File: config.mk
export PLATFORM = sky130hd
export DESIGN_NAME = fa16_phase_sequencer_flat
export DESIGN_NICKNAME = d
export VERILOG_FILES = /design/src/rtl/fa16_phase_sequencer_pkg.sv /design/src/rtl/fa16_phase_sequencer_if.sv /design/src/rtl/fa16_phase_sequencer_rail_sync2.sv /design/src/rtl/fa16_phase_sequencer.sv /design/src/flat_wrapper.sv
export SDC_FILE = /design/constraint.sdc
export NUM_CORES = 1
export LEC_CHECK = 0
export ABC_AREA = 1
export BUFFER_PORTS_ARGS = -buffer_cell sky130_fd_sc_hd__clkbuf_2
export CELL_PAD_IN_SITES_DETAIL_PLACEMENT = 1
export CELL_PAD_IN_SITES_GLOBAL_PLACEMENT = 1
export CORE_ASPECT_RATIO = 1.1
export CORE_MARGIN = 8
export CORE_UTILIZATION = 37
export CTS_CLUSTER_DIAMETER = 200
export DETAILED_ROUTE_END_ITERATION = 6
export HOLD_SLACK_MARGIN = 0.06
export PLACE_DENSITY = 0.76
export SLEW_MARGIN = 40
export SYNTH_ARGS = -nofsm -noshare
export SYNTH_HDL_FRONTEND = slang
export SYNTH_HIERARCHICAL = 1
export SYNTH_SLANG_ARGS = --single-unit
File: constraint.sdc
create_clock -name clk -period 1.4 [get_ports clk]
set_clock_uncertainty 0.1 [all_clocks]
set_input_delay 0 -clock clk [delete_from_list [all_inputs] [get_ports clk]]
set_output_delay 0 -clock clk [all_outputs]
set_load 0.03 [all_outputs]
File: src/rtl/fa16_phase_sequencer_pkg.sv
// fa16_seq_pkg: shared types and rail helpers for the fa16 phase sequencer
package fa16_seq_pkg;
   localparam int SEQ_WIDTH = 16;
   typedef enum logic [2:0] {IDLE, SETUP, FWD, CAPT, RELF, BWD, REL} state_t;
   typedef struct packed {logic p; logic n;} rail_t;
   localparam rail_t RAIL_NULL = '{p: 1'b0, n: 1'b0};
   function automatic rail_t to_rail(input logic v);
      return '{p: v, n: ~v};
   endfunction
endpackage

File: src/rtl/fa16_phase_sequencer_if.sv
// fa16_phase_sequencer_if: operand request and result return handshakes
interface fa16_phase_sequencer_if import fa16_seq_pkg::*; #(parameter int WIDTH = SEQ_WIDTH);
   logic             in_valid;
   logic             in_ready;
   logic [WIDTH-1:0] in_a;
   logic [WIDTH-1:0] in_b;
   logic             in_cin;
   logic             out_valid;
   logic             out_ready;
   logic [WIDTH-1:0] out_sum;
   logic             out_cout;
   logic             out_z;
   logic             out_err;
   modport master (output in_valid, in_a, in_b, in_cin, out_ready,
                   input in_ready, out_valid, out_sum, out_cout, out_z, out_err);
   modport slave (input in_valid, in_a, in_b, in_cin, out_ready,
                  output in_ready, out_valid, out_sum, out_cout, out_z, out_err);
endinterface

File: src/rtl/fa16_phase_sequencer_rail_sync2.sv
// rail_sync2: two-flop synchroniser on N rail pairs, resets to NULL
module rail_sync2 #(parameter int N = 18) (
   input  logic         clk,
   input  logic         rst_n,
   input  logic [N-1:0] d_p,
   input  logic [N-1:0] d_n,
   output logic [N-1:0] q_p,
   output logic [N-1:0] q_n
);
   logic [N-1:0] m_p, m_n;
   always_ff @(posedge clk or negedge rst_n)
      if (!rst_n) begin
         m_p <= '0;
         m_n <= '0;
         q_p <= '0;
         q_n <= '0;
      end else begin
         m_p <= d_p;
         m_n <= d_n;
         q_p <= m_p;
         q_n <= m_n;
      end
endmodule

File: src/rtl/fa16_phase_sequencer.sv
// fa16_phase_sequencer: drives the dual-rail adder macro phases and returns its result
module fa16_phase_sequencer import fa16_seq_pkg::*; #(
   parameter int WIDTH      = SEQ_WIDTH,
   parameter int SETUP_CYC  = 1,
   parameter int EVAL_CYC   = 2,
   parameter int UNCOMP_CYC = 2
) (
   input  logic                   clk,
   input  logic                   rst_n,
   fa16_phase_sequencer_if.slave  io,
   output logic                   busy,
   output logic [WIDTH-1:0]       b_p,
   output logic [WIDTH-1:0]       b_n,
   output logic [WIDTH-1:0]       af_p,
   output logic [WIDTH-1:0]       af_n,
   output logic                   c0f_p,
   output logic                   c0f_n,
   output logic [WIDTH-1:0]       ab_p,
   output logic [WIDTH-1:0]       ab_n,
   output logic                   c0b_p,
   output logic                   c0b_n,
   input  logic [WIDTH-1:0]       s_p,
   input  logic [WIDTH-1:0]       s_n,
   input  logic                   c15_p,
   input  logic                   c15_n,
   input  logic                   z_p,
   input  logic                   z_n
);
   localparam int MAX_SE = SETUP_CYC > EVAL_CYC ? SETUP_CYC : EVAL_CYC;
   localparam int MAXC   = MAX_SE > UNCOMP_CYC ? MAX_SE : UNCOMP_CYC;
   localparam int CW     = $clog2(MAXC) > 0 ? $clog2(MAXC) : 1;
   state_t           state, state_nx;
   logic [CW-1:0]    cnt, cnt_nx;
   logic [WIDTH-1:0] op_a, op_b, b_val;
   logic             op_cin, accept, b_on, f_on, k_on;
   rail_t            c0f_r, c0b_r;
   logic [WIDTH+1:0] sy_p, sy_n;
   assign io.in_ready = (state == IDLE) && (!io.out_valid || io.out_ready);
   assign accept      = io.in_valid && io.in_ready;
   assign busy        = state != IDLE;
   assign {c0f_p, c0f_n} = c0f_r;
   assign {c0b_p, c0b_n} = c0b_r;
   rail_sync2 #(.N(WIDTH + 2)) u_sync (
      .clk  (clk),
      .rst_n(rst_n),
      .d_p  ({z_p, c15_p, s_p}),
      .d_n  ({z_n, c15_n, s_n}),
      .q_p  (sy_p),
      .q_n  (sy_n)
   );
   always_comb begin
      state_nx = state;
      cnt_nx   = cnt - CW'(1);
      unique case (state)
         IDLE: begin
            state_nx = accept ? SETUP : IDLE;
            cnt_nx   = CW'(SETUP_CYC - 1);
         end
         SETUP: if (cnt == '0) begin
            state_nx = FWD;
            cnt_nx   = CW'(EVAL_CYC - 1);
         end
         FWD:  if (cnt == '0) state_nx = CAPT;
         CAPT: state_nx = RELF;
         RELF: begin
            state_nx = BWD;
            cnt_nx   = CW'(UNCOMP_CYC - 1);
         end
         BWD:  if (cnt == '0) state_nx = REL;
         REL:  state_nx = IDLE;
         default: state_nx = IDLE;
      endcase
   end
   // rails are registered from the next state so every pair changes only through NULL
   assign b_on  = state_nx inside {SETUP, FWD, CAPT, RELF, BWD};
   assign f_on  = state_nx inside {FWD, CAPT};
   assign k_on  = state_nx == BWD;
   assign b_val = accept ? io.in_b : op_b;
   always_ff @(posedge clk or negedge rst_n)
      if (!rst_n) begin
         state        <= IDLE;
         cnt          <= '0;
         op_a         <= '0;
         op_b         <= '0;
         op_cin       <= 1'b0;
         b_p          <= '0;
         b_n          <= '0;
         af_p         <= '0;
         af_n         <= '0;
         ab_p         <= '0;
         ab_n         <= '0;
         c0f_r        <= RAIL_NULL;
         c0b_r        <= RAIL_NULL;
         io.out_valid <= 1'b0;
         io.out_sum   <= '0;
         io.out_cout  <= 1'b0;
         io.out_z     <= 1'b0;
         io.out_err   <= 1'b0;
      end else begin
         state <= state_nx;
         cnt   <= cnt_nx;
         if (accept) begin
            op_a   <= io.in_a;
            op_b   <= io.in_b;
            op_cin <= io.in_cin;
         end
         b_p   <= b_on ? b_val : '0;
         b_n   <= b_on ? ~b_val : '0;
         af_p  <= f_on ? op_a : '0;
         af_n  <= f_on ? ~op_a : '0;
         c0f_r <= f_on ? to_rail(op_cin) : RAIL_NULL;
         ab_p  <= k_on ? op_a : '0;
         ab_n  <= k_on ? ~op_a : '0;
         c0b_r <= k_on ? to_rail(op_cin) : RAIL_NULL;
         if (state == CAPT) begin
            io.out_sum  <= sy_p[WIDTH-1:0];
            io.out_cout <= sy_p[WIDTH];
            io.out_z    <= sy_p[WIDTH+1];
            io.out_err  <= |(sy_p ~^ sy_n);
         end
         io.out_valid <= (state == CAPT) || (io.out_valid && !io.out_ready);
      end
endmodule
File: src/flat_wrapper.sv
// flat-port wrapper written by rule: the top's interface ports become plain ports
module fa16_phase_sequencer_flat import fa16_seq_pkg::*;
#(
   parameter int WIDTH      = SEQ_WIDTH,
   parameter int SETUP_CYC  = 1,
   parameter int EVAL_CYC   = 2,
   parameter int UNCOMP_CYC = 2
)
  (clk, rst_n, busy, b_p, b_n, af_p, af_n, c0f_p, c0f_n, ab_p, ab_n, c0b_p, c0b_n, s_p, s_n, c15_p, c15_n, z_p, z_n, io_in_valid, io_in_a, io_in_b, io_in_cin, io_out_ready, io_in_ready, io_out_valid, io_out_sum, io_out_cout, io_out_z, io_out_err);
  fa16_phase_sequencer_if #(.WIDTH(WIDTH)) io_i ();
  input  logic clk;
  input  logic rst_n;
  output logic busy;
  output logic [WIDTH-1:0] b_p;
  output logic [WIDTH-1:0] b_n;
  output logic [WIDTH-1:0] af_p;
  output logic [WIDTH-1:0] af_n;
  output logic c0f_p;
  output logic c0f_n;
  output logic [WIDTH-1:0] ab_p;
  output logic [WIDTH-1:0] ab_n;
  output logic c0b_p;
  output logic c0b_n;
  input  logic [WIDTH-1:0] s_p;
  input  logic [WIDTH-1:0] s_n;
  input  logic c15_p;
  input  logic c15_n;
  input  logic z_p;
  input  logic z_n;
  input wire logic [$bits(io_i.in_valid)-1:0] io_in_valid;
  input wire logic [$bits(io_i.in_a)-1:0] io_in_a;
  input wire logic [$bits(io_i.in_b)-1:0] io_in_b;
  input wire logic [$bits(io_i.in_cin)-1:0] io_in_cin;
  input wire logic [$bits(io_i.out_ready)-1:0] io_out_ready;
  output wire logic [$bits(io_i.in_ready)-1:0] io_in_ready;
  output wire logic [$bits(io_i.out_valid)-1:0] io_out_valid;
  output wire logic [$bits(io_i.out_sum)-1:0] io_out_sum;
  output wire logic [$bits(io_i.out_cout)-1:0] io_out_cout;
  output wire logic [$bits(io_i.out_z)-1:0] io_out_z;
  output wire logic [$bits(io_i.out_err)-1:0] io_out_err;
  assign io_i.in_valid = io_in_valid;
  assign io_i.in_a = io_in_a;
  assign io_i.in_b = io_in_b;
  assign io_i.in_cin = io_in_cin;
  assign io_i.out_ready = io_out_ready;
  assign io_in_ready = io_i.in_ready;
  assign io_out_valid = io_i.out_valid;
  assign io_out_sum = io_i.out_sum;
  assign io_out_cout = io_i.out_cout;
  assign io_out_z = io_i.out_z;
  assign io_out_err = io_i.out_err;
  fa16_phase_sequencer #(.WIDTH(WIDTH), .SETUP_CYC(SETUP_CYC), .EVAL_CYC(EVAL_CYC), .UNCOMP_CYC(UNCOMP_CYC)) u_core (.clk(clk), .rst_n(rst_n), .io(io_i), .busy(busy), .b_p(b_p), .b_n(b_n), .af_p(af_p), .af_n(af_n), .c0f_p(c0f_p), .c0f_n(c0f_n), .ab_p(ab_p), .ab_n(ab_n), .c0b_p(c0b_p), .c0b_n(c0b_n), .s_p(s_p), .s_n(s_n), .c15_p(c15_p), .c15_n(c15_n), .z_p(z_p), .z_n(z_n));
endmodule
==> results.md, run 1 <==
- The DRC violations left is 0.
- The share of layout cells above drive strength 1 is 41.37%.
- The final critical path time including I/O delays and setup is 1.715 ns.
- The largest total area in the synthesized netlist belongs to dfrtp_1.
- The first global-routing pass estimated 39030 um of wire.
- The delay of the slowest cell on the worst path is 0.43 ns.
- The net total in the final layout is 1080.
- The met3 usage in global routing is 4.425%.
- The worst-case setup slack after placement is -0.2163 ns.
- The clock tree from TritonCTS is done.
- The distinct cell type count after synthesis is 21.
- The die is 166.0 um tall.
- Clock tree synthesis found a total of 229 sinks.
- The detailed-placement wirelength estimate is 14200 um.
- Walking the worst path, the cells encountered are nor2_4, nand2_4, a21oi_4, buf_6, buf_8.
- The capturing element of the worst setup path is io_in_ready.
- For this design the top-level I/O count stands at 195.
- The total buffers and inverters traversed by the critical path is 2.
- Routability-driven placement finished with a final weighted congestion of 0.7422.
- In this run the most used layer during global routing was met2.
- The initial antenna violation count came to 1.
- CTS built an H-tree with a depth of 1.
- The area of the core is 20300 um2.
- The number of flops mapped to enable cells by yosys is 0.
- The transition time at the pin with the least slew margin is 0.4524 ns.
- The post-synthesis to final-layout area growth is 60.16%.
- After layout, the worst setup slack is -0.3151 ns.
- The number of max-slew violations in the final report came to 0.
- The post-synthesis net count is 728.
- Counting instances in the post-synthesis netlist gives the leading cell types as dfrtp_1, nand2_1, nor2_1.
- The number of input and output port buffers inserted is 194.
- The most used flip-flop cell after synthesis is dfrtp_1.
- The die covers 25290 um2.
- The initial utilization of the core area, before any placement, comes to 37.28%.
- Dividing total power by cell area gives a power density of 2545 nW/um2.
- In this run the worst path has a maximum fanout of 4.
- The synthesized design devotes to its leading area cell type 75.71% of total area.
- Across the run, the number of max-cap violations was 0.
- The proportion of synthesized flip-flops having asynchronous set or reset is 100.0%.
- Setup repair after global routing could not meet its margin everywhere.
- The detail route stage leaves a number of antenna-violating nets equal to 0.
- The slowest stage of the critical path belongs to the cell dfrtp_2.
- The clock passes through at most 3 buffers.
- The horizontal die dimension is 152.4 um.
- Clock tree synthesis selected as its root buffer the cell clkbuf_16.
- Across all register-to-register paths, the minimum setup slack is -0.31 ns.
- The final hold slack is 0.07749 ns.
- The share of synthesized area occupied by flip-flops and latches is 75.71%.
- The number of clock buffers added by TritonCTS is 25.
- The post-synthesis instance area is 7569 um2.
- The detailed router placed 6102 vias in this run.
- The number of hold-slack violations in the final timing report came to 0.
- Ranked by total cell area, the synthesized netlist is headed by dfrtp_1, nand2_1, nor2_1.
- The worst register-to-register path ends at u_core/b_n[9]$_DFF_PN0_.
- The critical path endpoint category is an output port.
- The critical path is of the reg2out type.
- The worst reg2reg path startpoint is u_core/state[1]$_DFF_PN0_.
- The via count of the first global-routing pass is 6882.
- After the first detailed-routing iteration, the DRC count stood at 311.
- The Yosys step of the flow raised 6 warnings.
- The checks that failed: negative setup slack.
- The largest net degree at the start of global routing is 52.
- In this run the worst hold path is classified as in2reg.
- Counting every instance in the synthesized netlist gives 655.
- The kind of start point of the critical path is a flip-flop.
- The timing startpoint of the critical path is u_core/state[0]$_DFF_PN0_.
- dfrtp_1 is the most common cell in the netlist.
- After detailed routing, the average wire length per cell comes to 21.53 um.
- The critical path data arrival time is 1.62 ns.
- VDD sags by at most 1.353 mV.
- The post-CTS clock slew at the launch and capture registers of the worst setup and hold paths is 0.06 ns.
- The average instance in the mapped netlist occupies 11.55 um2.
- Summed over all layers, the global routing overflow is 0.
- The first TritonRoute pass finished after 4 iterations.
- In this run the static leakage power is 0.006133 uW.
- The kind of cell adding the most delay to the critical path is flip-flops.
- Setup violations remaining at the end of the flow were counted as 136.
- The repair_antennas step left the layout with diodes totalling 0.
- The number of rows created at floorplan is 55.
- The worst path required time is 1.30 ns.
- The flow ran to the end, but the final reports show violations.
- The average vias per placed instance is 4.763.
- The headroom to the max-slew limit is 69.84%.
- Summed over all layers, the routed wires come to 27590 um.
- Counting buffers and inverters, the worst setup path is 5 cells deep.
- The clock reaches the later pin of the worst-skew pair after 0.51 ns.
- The cell depth of the worst flop-to-flop path is 7.
- Counting flops and latches in the post-synthesis netlist gives 229.
- Dividing the final minimum period by the clock period gives 122.5%.
- Global routing used 19.56% of the available tracks across all layers.
- For this run, global-route usage on met2 was measured as 36.19%.
- The top achievable clock speed is 0.5831 GHz.
- In the global route stage, met1 resource usage came out at 21.92%.
==> timing repair <==
item | 4_1_cts | 5_1_grt
endpoints found under the hold margin | 332 | 0
gates cloned | 4 | 11
pin swaps | 0 | 18
resized for setup | 45 | 193
hold buffers | 99 | 0
setup endpoints to repair | 115 | 148
buffers inserted | 15 | 9
==> per-layer routing <==
layer | routed length (um) | vias up
met4 | 808 | 2
met5 | 9 | -
met3 | 1456 | 53
met2 | 14810 | 180
li1 | - | 2731
met1 | 10500 | 3136
==> layout by cell type (no fill, tap or decap), drive strengths merged <==
cell / count
a21oi: 52
buf: 54
bufinv: 3
clkbuf: 231
clkinv: 6
clkinvlp: 3
dfrtp: 229
dlygate4sd3: 99
inv: 60
nand2: 128
nand3: 20
nor2: 103
o211ai: 1
o21ai: 27
or2: 1
xnor2: 1
xor2: 7
==> registers in the layout (all words and copies together), names as in the netlist, 3 cells and up <==
| name | cells |
|---|---|
| u_core/ab_n | 16 |
| u_core/op_b | 16 |
| u_core/b_p | 16 |
| u_core/ab_p | 16 |
| u_core/af_p | 16 |
| u_core/b_n | 16 |
| u_core/u_sync/q_n | 18 |
| u_core/u_sync/q_p | 18 |
| u_core/af_n | 16 |
| u_core/state | 3 |
| u_core/u_sync/m_p | 18 |
| u_core/io.out_sum | 16 |
| u_core/u_sync/m_n | 18 |
| u_core/op_a | 16 |
==> where the power goes <==
part           leakage [uW]  internal [uW]  total [uW]  switching, uW
Clock              0.000417           4100        6810           2710
Sequential          0.00283           8610        9870           1260
Combinational       0.00288           5120       14200           9050
Total               0.00613          17800       30900          13000
==> kinds of logic (layout without fill, tap and decap cells) <==
group | Yosys count | after routing | share of synthesized area [%]
AOI/OAI and AO/OA | 80 | 80 | 5.472
xor gates and xnor gates | 8 | 8 | 1.025
buffers and inverters | 86 | 456 | 4.662
DFF | 229 | 229 | 75.72
and+or+nand+nor | 252 | 252 | 13.13
==> through the flow <==
step	cells	setup TNS [ns]	util (%)	area, um2	power [uW]
2_1_floorplan	655	-5.545	-	7662	15960
3_3_place_gp	1107	-7.721	44.81	9097	19340
3_5_place_dp	1107	-13.12	44.81	9097	19650
4_1_cts	1270	-18.99	55.82	11330	28220
5_1_grt	1281	-30.94	59.71	12120	32250
6_report	1281	-21.63	59.71	12120	30850
==> worst min path at each step <==
stage	from	slack, ns	cells past startpoint	end
floorplan	rst_n	-0.40	0	u_core/ab_n[0]$_DFF_PN0_
global placement	rst_n	-0.15	1	u_core/io.out_sum[13]$_DFFE_PN0P_
detailed placement	rst_n	-0.14	1	u_core/u_sync/q_n[0]$_DFF_PN0_
CTS	s_p[12]	0.06	2	u_core/u_sync/m_p[12]$_DFF_PN0_
global route	s_n[15]	0.08	2	u_core/u_sync/m_n[15]$_DFF_PN0_
finish	s_p[8]	0.08	2	u_core/u_sync/m_p[8]$_DFF_PN0_
==> layout make-up <==
class	count	area, um2
clock inverters	13	155.1
repair buffers	352	2853
clock buffers	32	701.9
well taps	256	320.3
flip-flops and latches	229	5733
inverters	59	226.5
fillers	2075	8179
multi-input cells	340	2132
No activity file was read; power rests on OpenSTA's default activity.
==> run 2, diff against run 1 <==
--- a/config.mk
+++ b/config.mk
@@ -16,6 +16,7 @@
 export DETAILED_ROUTE_END_ITERATION = 6
 export HOLD_SLACK_MARGIN = 0.06
 export PLACE_DENSITY = 0.76
+export SETUP_SLACK_MARGIN = 0.3
 export SLEW_MARGIN = 40
 export SYNTH_ARGS = -nofsm -noshare
 export SYNTH_HDL_FRONTEND = slang
==> run 2 against run 1 <==
Against the previous run: the run ends with negative hold slack, negative setup slack left; final area grew 8.5%; clock-buffer cell count grew 7; clock power shrank 4.7%; via count grew 6.3%; combinational power grew 30%; cell count grew 2.1%; wire length grew 22%; sequential power is essentially flat.
==> results.md, run 2 (synthesis gave the netlist of run 1 again) <==
- Outcome: complete, but fails checks (unchanged).
- Violated checks: negative hold slack, negative setup slack (was negative setup slack).
- The biggest fanout along the worst timing path is 7 (was 4).
- The initial antenna violation count is 2 (was 1).
- The leakage power of the design is 0.006529 uW (was 0.006133 uW).
- The number of routed nets with antenna violations is 0 (unchanged).
- The cell total after placement is 1113 (was 1107).
- The clock tree from TritonCTS is done (unchanged).
- The number of max-slew violations in the final report came to 0 (unchanged).
- The total power divided by cell area is 2662 nW/um2 (was 2545 nW/um2).
- The number of hold-slack violations in the final timing report is 47 (was 0).
- The DRC violations left is 0 (unchanged).
- The timing startpoint of the critical path is u_core/state[0]$_DFF_PN0_ (unchanged).
- The area of the core is 20300 um2 (unchanged).
- The starting density of the core came to 37.28% (unchanged).
- The total clock buffers created by CTS is 24 (was 25).
- The post-synthesis to final-layout area growth was 73.71% (was 60.16%).
- The worst hold-check path type was in2reg (unchanged).
- The average vias per placed instance is 4.961 (was 4.763).
- The via count of the first global-routing pass came to 7103 (was 6882).
- The final global-route overflow total is 0 (unchanged).
- The via total after detailed routing is 6489 (was 6102).
- The final wirelength was 33560 um (was 27590 um).
- The source-to-sink clock delay at the later pin of the worst-skew pair is 0.51 ns (about the same).
- The global placement routability congestion is 0.7418 (was 0.7422).
- The critical path data arrival time is 2.05 ns (was 1.62 ns).
- The total iterations of the first detailed-routing run was 5 (was 4).
- The final setup slack of the worst path is -0.3814 ns (was -0.3151 ns).
- The detailed-placement wirelength estimate is 14380 um (was 14200 um).
- The worst min-delay path startpoint is io_out_ready (was s_p[8]).
- The max-cap check violation count is 0 (unchanged).
- The final critical path time including I/O delays and setup came to 1.781 ns (was 1.715 ns).
- The headroom to the max-slew limit is 66.02% (was 69.84%).
- The largest net degree at the start of global routing is 59 (was 52).
- The net total in the final layout is 1108 (was 1080).
- The peak supply drop was 1.352 mV (was 1.353 mV).
- The wire length per cell after detailed routing is 25.65 um (was 21.53 um).
- The share of layout cells above drive strength 1 is 49.29% (was 41.37%).
- The kind of start point of the critical path is a flip-flop (unchanged).
- The post-CTS clock slew at the launch and capture registers of the worst setup and hold paths is 0.06 ns (about the same).
- The total global-route track usage is 21.11% (was 19.56%).
- The transition time at the pin with the least slew margin is 0.5097 ns (was 0.4524 ns).
- The clock root buffer master is clkbuf_16 (unchanged).
- The worst path required time is 1.67 ns (was 1.30 ns).
- The final hold slack was -0.1573 ns (was 0.07749 ns).
- The share of the clock period used by the worst path is 127.2% (was 122.5%).
- The H-tree depth is 1 (unchanged).
- The floorplan die height is 166.0 um (unchanged).
- The number of violations reported at the end of detailed-routing iteration 0 is 274 (was 311).
- RSZ-0062 raised after global routing: yes (unchanged).
- The count of clock tree sinks came to 229 (unchanged).
- The cell depth of the worst flop-to-flop path is 10 (was 7).
- The setup slack on the worst flop-to-flop path is -0.38 ns (was -0.31 ns).
- The most common library cell in the layout ignoring fill and taps is dfrtp_1 (unchanged).
- The worst-case hold path end point is u_core/io.out_valid$_DFF_PN0_ (was u_core/u_sync/m_p[8]$_DFF_PN0_).
- The horizontal die dimension is 152.4 um (unchanged).
- The end-of-flow core utilization is 64.76% (was 59.71%).
- The final-layout setup total negative slack is -38.89 ns (was -21.63 ns).
- Most frequent cells in the layout: dfrtp_1, clkbuf_2, dlygate4sd3_1 (was dfrtp_1, clkbuf_2, dlygate4sd3_1, nand2_1, inv_1).
- The number of input and output port buffers inserted came to 194 (unchanged).
- The I/O pin count is 195 (unchanged).
- The number of rows created at floorplan is 55 (unchanged).
- The kind of critical path was reg2reg (was reg2out).
- The top achievable clock speed is 0.5614 GHz (was 0.5831 GHz).
- The global-route wire length before repair came to 41870 um (was 39030 um).
- The filler-free cell count of the finished design came to 1308 (was 1281).
- The number of cells traversed by the worst hold path came to 4 (was 2).
- The buffer levels on the longest clock path was 3 (unchanged).
- The full die area is 25290 um2 (unchanged).
- The count of endpoints failing setup in the final report came to 155 (was 136).
- The worst reg2reg path startpoint is u_core/state[0]$_DFF_PN0_ (was u_core/state[1]$_DFF_PN0_).
- The critical path endpoint category is a flip-flop (was output port).
- The critical register-to-register path endpoint is u_core/op_a[1]$_DFFE_PN0N_ (was u_core/b_n[9]$_DFF_PN0_).
[run 2: changes by cell type in the layout (fill, tap and decap cells not counted), moves of 15 or more]
cell / delta
nand2_1: -22
buf_6: +28
clkbuf_2: -34
buf_4: +15
nor2_1: -31
nor2_4: +25
[run 2: worst max-delay path by stage]
stage,endpoint,slack (ns),cells after the start
after detailed placement,u_core/b_n[2]$_DFF_PN0_,-0.19,9
after global routing,u_core/af_n[10]$_DFF_PN0_,-0.44,9
after floorplan,u_core/b_n[10]$_DFF_PN0_,-0.12,7
after CTS,io_in_ready,-0.36,6
final,u_core/op_a[1]$_DFFE_PN0N_,-0.38,10
after global placement,u_core/b_p[6]$_DFF_PN0_,-0.12,8
[run 2: worst max-delay path, cell delays in order, from the launching register on]
cell,delay [ns]
dfrtp_2,0.45
nor2_4,0.14
nand2_4,0.06
buf_4,0.14
inv_4,0.06
nand3_4,0.11
buf_12,0.19
buf_12,0.13
buf_16,0.13
nor2_4,0.08
a21oi_1,0.06
[run 2: stage by stage]
stage | cell area, um2 | worst slack, ns | hold slack, ns | power (uW)
after floorplan | 7721 | -0.1216 | -0.3956 | 16180
after global placement | 9151 | -0.1165 | -0.1227 | 19400
after detailed placement | 9151 | -0.1899 | -0.1200 | 19810
after CTS | 11450 | -0.3647 | -0.2147 | 29150
after global routing | 13150 | -0.4410 | -0.1653 | 36320
final | 13150 | -0.3814 | -0.1573 | 35000
[run 2: area by class of cell]
type                       instances  area (um2)
inverter                          59       234.0
sequential                       229        5736
multi-input combinational        340        2505
clock inverter                     3       43.79
clock buffer                      39       738.2
antenna                            1       2.502
timing repair buffer             381        3568
tap                              256       320.3
fill                            1946        7153
[run 2: routing by layer]
metal  vias to the layer above  routed length [um]  GRT usage (%)  share of wire (%)
li1                       2785                   -              -                  -
met1                      3392               12530          23.68                 37
met2                       231               18190          39.30                 54
met3                        79                1548          4.086                4.6
met4                         2                1272          7.134                3.8
met5                         -                  13              0              0.039
[run 2: power by group]
| group | total, uW | switching [uW] | internal, uW |
|---|---|---|---|
| sequential | 10100 | 1490 | 8610 |
| combinational | 18400 | 10800 | 7630 |
| clock | 6490 | 2710 | 3780 |
[run 2: repair_timing]
| item | 4_1_cts | 5_1_grt |
|---|---|---|
| pin swaps | 5 | 27 |
| hold buffers | 93 | 2 |
| resized for setup | 86 | 374 |
| cloned | 7 | 18 |
| endpoints found under the hold margin | 332 | 50 |
| buffers inserted | 12 | 20 |
| endpoints found under the setup margin | 276 | 279 |
==> run 3, diff against run 2 <==
--- a/config.mk
+++ b/config.mk
@@ -5,17 +5,16 @@
 export SDC_FILE = /design/constraint.sdc
 export NUM_CORES = 1
 export LEC_CHECK = 0
-export ABC_AREA = 1
 export BUFFER_PORTS_ARGS = -buffer_cell sky130_fd_sc_hd__clkbuf_2
 export CELL_PAD_IN_SITES_DETAIL_PLACEMENT = 1
 export CELL_PAD_IN_SITES_GLOBAL_PLACEMENT = 1
 export CORE_ASPECT_RATIO = 1.1
 export CORE_MARGIN = 8
-export CORE_UTILIZATION = 37
+export CORE_UTILIZATION = 38
 export CTS_CLUSTER_DIAMETER = 200
 export DETAILED_ROUTE_END_ITERATION = 6
-export HOLD_SLACK_MARGIN = 0.06
-export PLACE_DENSITY = 0.76
+export HOLD_SLACK_MARGIN = 0.1
+export PLACE_DENSITY = 0.74
 export SETUP_SLACK_MARGIN = 0.3
 export SLEW_MARGIN = 40
 export SYNTH_ARGS = -nofsm -noshare
==> run 3 against run 2 <==
Against the previous run: the flow still finishes with violations (negative hold slack, negative setup slack); power decreased by 8.3%; sequential power increased by 4%; wire length decreased by 22%; clock-buffer cell count decreased by 6; register-to-register slack got worse by 0.04 ns; flip-flop and latch count unchanged; utilization increased by 2.0 points; non-clock buffer count decreased by 2; critical endpoint is now u_core/af_n[10]$_DFF_PN0_; largest cell class unchanged.
==> results.md, run 3 <==
- The transition time at the pin with the least slew margin is 0.4390 ns (was 0.5097 ns).
- The post-synthesis instance area is 7297 um2 (was 7569 um2).
- The starting density of the core is 38.47% (was 37.28%).
- The max-cap check violation count is 0 (unchanged).
- The slowest stage cell on the critical path is dfrtp_1 (was dfrtp_2).
- The area of the core is 18970 um2 (was 20300 um2).
- The number of routed nets with antenna violations is 0 (unchanged).
- The share of total power in combinational logic was 47.2% (was 52.6%).
- Violated checks: negative hold slack, negative setup slack (unchanged).
- The cell type with the largest total area after synthesis is dfrtp_1 (unchanged).
- The final critical path time including I/O delays and setup was 1.824 ns (was 1.781 ns).
- The total global-route track usage is 18.92% (was 21.11%).
- The net switching share of the total power is 36.53% (was 42.80%).
- The critical path endpoint category is a flip-flop (unchanged).
- The full die area is 23900 um2 (was 25290 um2).
- The most common cell in the synthesized netlist is dfrtp_1 (unchanged).
- The delay of the slowest cell on the worst path came to 0.44 ns (was 0.45 ns).
- The quantity of hold-fixing buffers added after cts was 106 (was 93).
- The DRC violations left is 0 (unchanged).
- The source-to-sink clock delay at the later pin of the worst-skew pair was 0.50 ns (was 0.51 ns).
- The kind of critical path was reg2reg (unchanged).
- The final hold slack came to -0.1776 ns (was -0.1573 ns).
- The global placement routability congestion came to 0.7382 (was 0.7418).
- The share of layout cells above drive strength 1 was 50.77% (was 49.29%).
- The share of the clock period used by the worst path is 130.3% (was 127.2%).
- The critical path data arrival time is 2.14 ns (was 2.05 ns).
- Post-synth top cells: dfrtp_1, nor2_1, mux2_2 (was dfrtp_1, nand2_1, nor2_1).
- Biggest area contributors in the synthesized netlist: dfrtp_1, mux2_2, and2_1 (was dfrtp_1, nand2_1, nor2_1).
- The largest net degree at the start of global routing is 51 (was 59).
- The distinct cell type count after synthesis is 33 (was 21).
- The final wirelength is 26290 um (was 33560 um).
- The fraction of power consumed by the clock network is 19.9% (was 18.5%).
- The number of input and output port buffers inserted came to 194 (unchanged).
- The count of warnings emitted by yosys was 6 (unchanged).
- Crit path cell chain: buf_6, inv_2, mux2i_2, buf_4, nand3_4, buf_6, buf_16, nor2_2 (was nor2_4, nand2_4, buf_4, inv_4, nand3_4, buf_12, buf_12, buf_16, nor2_4, a21oi_1).
- The filler-free cell count of the finished design is 1096 (was 1308).
- The share of synthesized area occupied by flip-flops and latches is 78.53% (was 75.71%).
- The number of violations reported at the end of detailed-routing iteration 0 is 157 (was 274).
- The total power divided by cell area was 2535 nW/um2 (was 2662 nW/um2).
- The number of rows created at floorplan is 53 (was 55).
- The H-tree depth is 1 (unchanged).
- The switching power summed over all nets is 11720 uW (was 14980 uW).
- The initial antenna violation count is 2 (unchanged).
- The area fraction of the dominant cell type after synthesis came to 78.53% (was 75.71%).
- The internal portion of total power was 20370 uW (was 20020 uW).
- The kind of cell adding the most delay to the critical path was buffers and inverters (unchanged).
- The biggest fanout along the worst timing path is 8 (was 7).
- The count of endpoints failing setup in the final report is 147 (was 155).
- Outcome: complete, but fails checks (unchanged).
- The post-synthesis net count is 515 (was 728).
- The total iterations of the first detailed-routing run is 4 (was 5).
- The number of hold-slack violations in the final timing report is 52 (was 47).
- The kind of start point of the critical path is a flip-flop (unchanged).
- The clock tree from TritonCTS is done (unchanged).
- The share of power burned in registers is 32.9% (was 28.9%).
- The total clock buffers created by CTS is 22 (was 24).
- The post-synthesis to final-layout area growth is 73.47% (was 73.71%).
- The floorplan die height is 161.3 um (was 166.0 um).
- The count of clock tree sinks is 229 (unchanged).
- The net total in the final layout is 906 (was 1108).
- The top flip-flop cell by instance count after synthesis is dfrtp_1 (unchanged).
- The average vias per placed instance is 4.632 (was 4.961).
- The post-CTS clock slew at the launch and capture registers of the worst setup and hold paths is 0.07 ns (was 0.06 ns).
- The leakage power of the design is 0.006115 uW (was 0.006529 uW).
- The horizontal die dimension was 148.1 um (was 152.4 um).
- The global-route wire length before repair came to 34520 um (was 41870 um).
- The final global-route overflow total is 0 (unchanged).
- Most frequent cells in the layout: dfrtp_1, dlygate4sd3_1, buf_6 (was dfrtp_1, clkbuf_2, dlygate4sd3_1).
- The final setup slack of the worst path is -0.4238 ns (was -0.3814 ns).
- The number of flops mapped to enable cells by yosys is 0 (unchanged).
- The via total after detailed routing is 5077 (was 6489).
- The most frequent cell on the critical path is buf_6.
- The I/O pin count is 195 (unchanged).
- The via count of the first global-routing pass came to 5824 (was 7103).
- The wire length per cell after detailed routing is 23.99 um (was 25.65 um).
- The buffer levels on the longest clock path is 3 (unchanged).
- The worst path required time is 1.72 ns (was 1.67 ns).
- The number of max-slew violations in the final report is 0 (unchanged).
- The most common library cell in the layout ignoring fill and taps is dfrtp_1 (unchanged).
- RSZ-0062 raised after global routing: yes (unchanged).
- The overall power after layout came to 32090 uW (was 35000 uW).
- The number of standard cells after synthesis is 442 (was 655).
- The headroom to the max-slew limit was 70.53% (was 66.02%).
- The total buffers and inverters traversed by the critical path is 5 (unchanged).
- The clock root buffer master is clkbuf_16 (unchanged).
- The mean area per synthesized cell is 16.51 um2 (was 11.55 um2).
- The worst hold-check path type was in2reg (unchanged).
- The cell total after placement was 900 (was 1113).
- The proportion of synthesized flip-flops having asynchronous set or reset was 100.0% (unchanged).
- The register bit count reported by yosys is 229 (unchanged).
- The detailed-placement wirelength estimate is 12280 um (was 14380 um).
- The top achievable clock speed came to 0.5483 GHz (was 0.5614 GHz).
- The peak supply drop is 1.417 mV (was 1.352 mV).
run 3: changes by cell type after synthesis, moves of 16 or more:
| cell | change |
|---|---|
| inv_1 | -55 |
| nor2b_1 | +17 |
| nor2_1 | -52 |
| nand3_1 | -16 |
| mux2_2 | +40 |
| and2_1 | +35 |
| nand2_1 | -124 |
| o21ai_0 | -25 |
| a21oi_1 | -51 |
run 3: cell families (layout without fill, tap and decap cells):
family / count (synthesis) / after routing / synth area share [%]
compound gates: 6 / 6 / 0.6518
xor+xnor: 18 / 18 / 2.160
buf+inv: 15 / 420 / 1.183
flops: 229 / 229 / 78.53
mux: 52 / 52 / 8.522
other cells: 0 / 2 / 0
simple gates: 122 / 122 / 8.951
run 3: final cells by class:
type / instances / area (um2)
Antenna cell: 2 / 5.005
Clock buffer: 33 / 683.2
Clock inverter: 5 / 102.6
Fill cell: 1691 / 6307
Inverter: 3 / 11.26
Multi-Input combinational cell: 198 / 1864
Sequential cell: 229 / 5734
Tap cell: 247 / 309.0
Timing Repair Buffer: 379 / 3949
run 3: worst paths after layout:
| kind | startpoint | endpoint | slack [ns] | depth (start not counted) |
|---|---|---|---|---|
| min in group asynchronous | rst_n | u_core/u_sync/m_n[6]$_DFF_PN0_ | -0.09 | 2 |
| max in group asynchronous | rst_n | u_core/b_n[5]$_DFF_PN0_ | 0.67 | 3 |
| hold reg to reg | u_core/u_sync/m_p[11]$_DFF_PN0_ | u_core/u_sync/q_p[11]$_DFF_PN0_ | 0.25 | 0 |
| setup reg to reg | u_core/state[1]$_DFF_PN0_ | u_core/af_n[10]$_DFF_PN0_ | -0.42 | 8 |
| hold / removal | io_out_ready | u_core/io.out_valid$_DFF_PN0_ | -0.18 | 3 |
| setup / recovery | u_core/state[1]$_DFF_PN0_ | u_core/af_n[10]$_DFF_PN0_ | -0.42 | 8 |
run 3: per-stage QoR:
step / worst slack, ns / setup TNS [ns] / hold slack (ns) / instance area, um2 / util [%]
4_1_cts: -0.3085 / -26.23 / -0.2194 / 11560 / 60.94
6_report: -0.4238 / -39.81 / -0.1776 / 12660 / 66.74
3_3_place_gp: -0.1940 / -15.32 / -0.1584 / 8885 / 46.85
2_1_floorplan: -0.2919 / -14.02 / -0.3956 / 7358 / -
5_1_grt: -0.5074 / -48.20 / -0.1505 / 12660 / 66.74
3_5_place_dp: -0.2345 / -20.87 / -0.1507 / 8885 / 46.85
run 3: power groups by stage:
stage	Sequential, uW	Combinational, uW	Clock (uW)
global placement	9780	9000	0
CTS	9940	11800	6450
detailed placement	9890	9270	0
floorplan	12500	3010	0
finish	10500	15100	6400
global route	10700	15800	6780
run 3: worst reg2reg max path: cells and delay by family (launching register included):
kind	cells	cell delay, ns
buffers and inverters	5	0.73
flip-flops	1	0.44
multiplexers	1	0.28
AND/OR/NAND/NOR	2	0.21
run 3: timing repair:
| item | CTS | global route |
|---|---|---|
| gates cloned | 5 | 5 |
| hold endpoints to repair | 332 | 83 |
| pin swaps | 7 | 2 |
| setup buffers | 18 | 22 |
| endpoints found under the setup margin | 278 | 279 |
| gates resized for setup | 137 | 444 |
run 3: per-layer routing:
layer,wire (um),GRT usage (%),part of all wire (%)
met1,8984,19.82,34
met4,720,5.522,2.7
met2,14990,35.56,57
met5,0,0,0
met3,1595,5.652,6.1
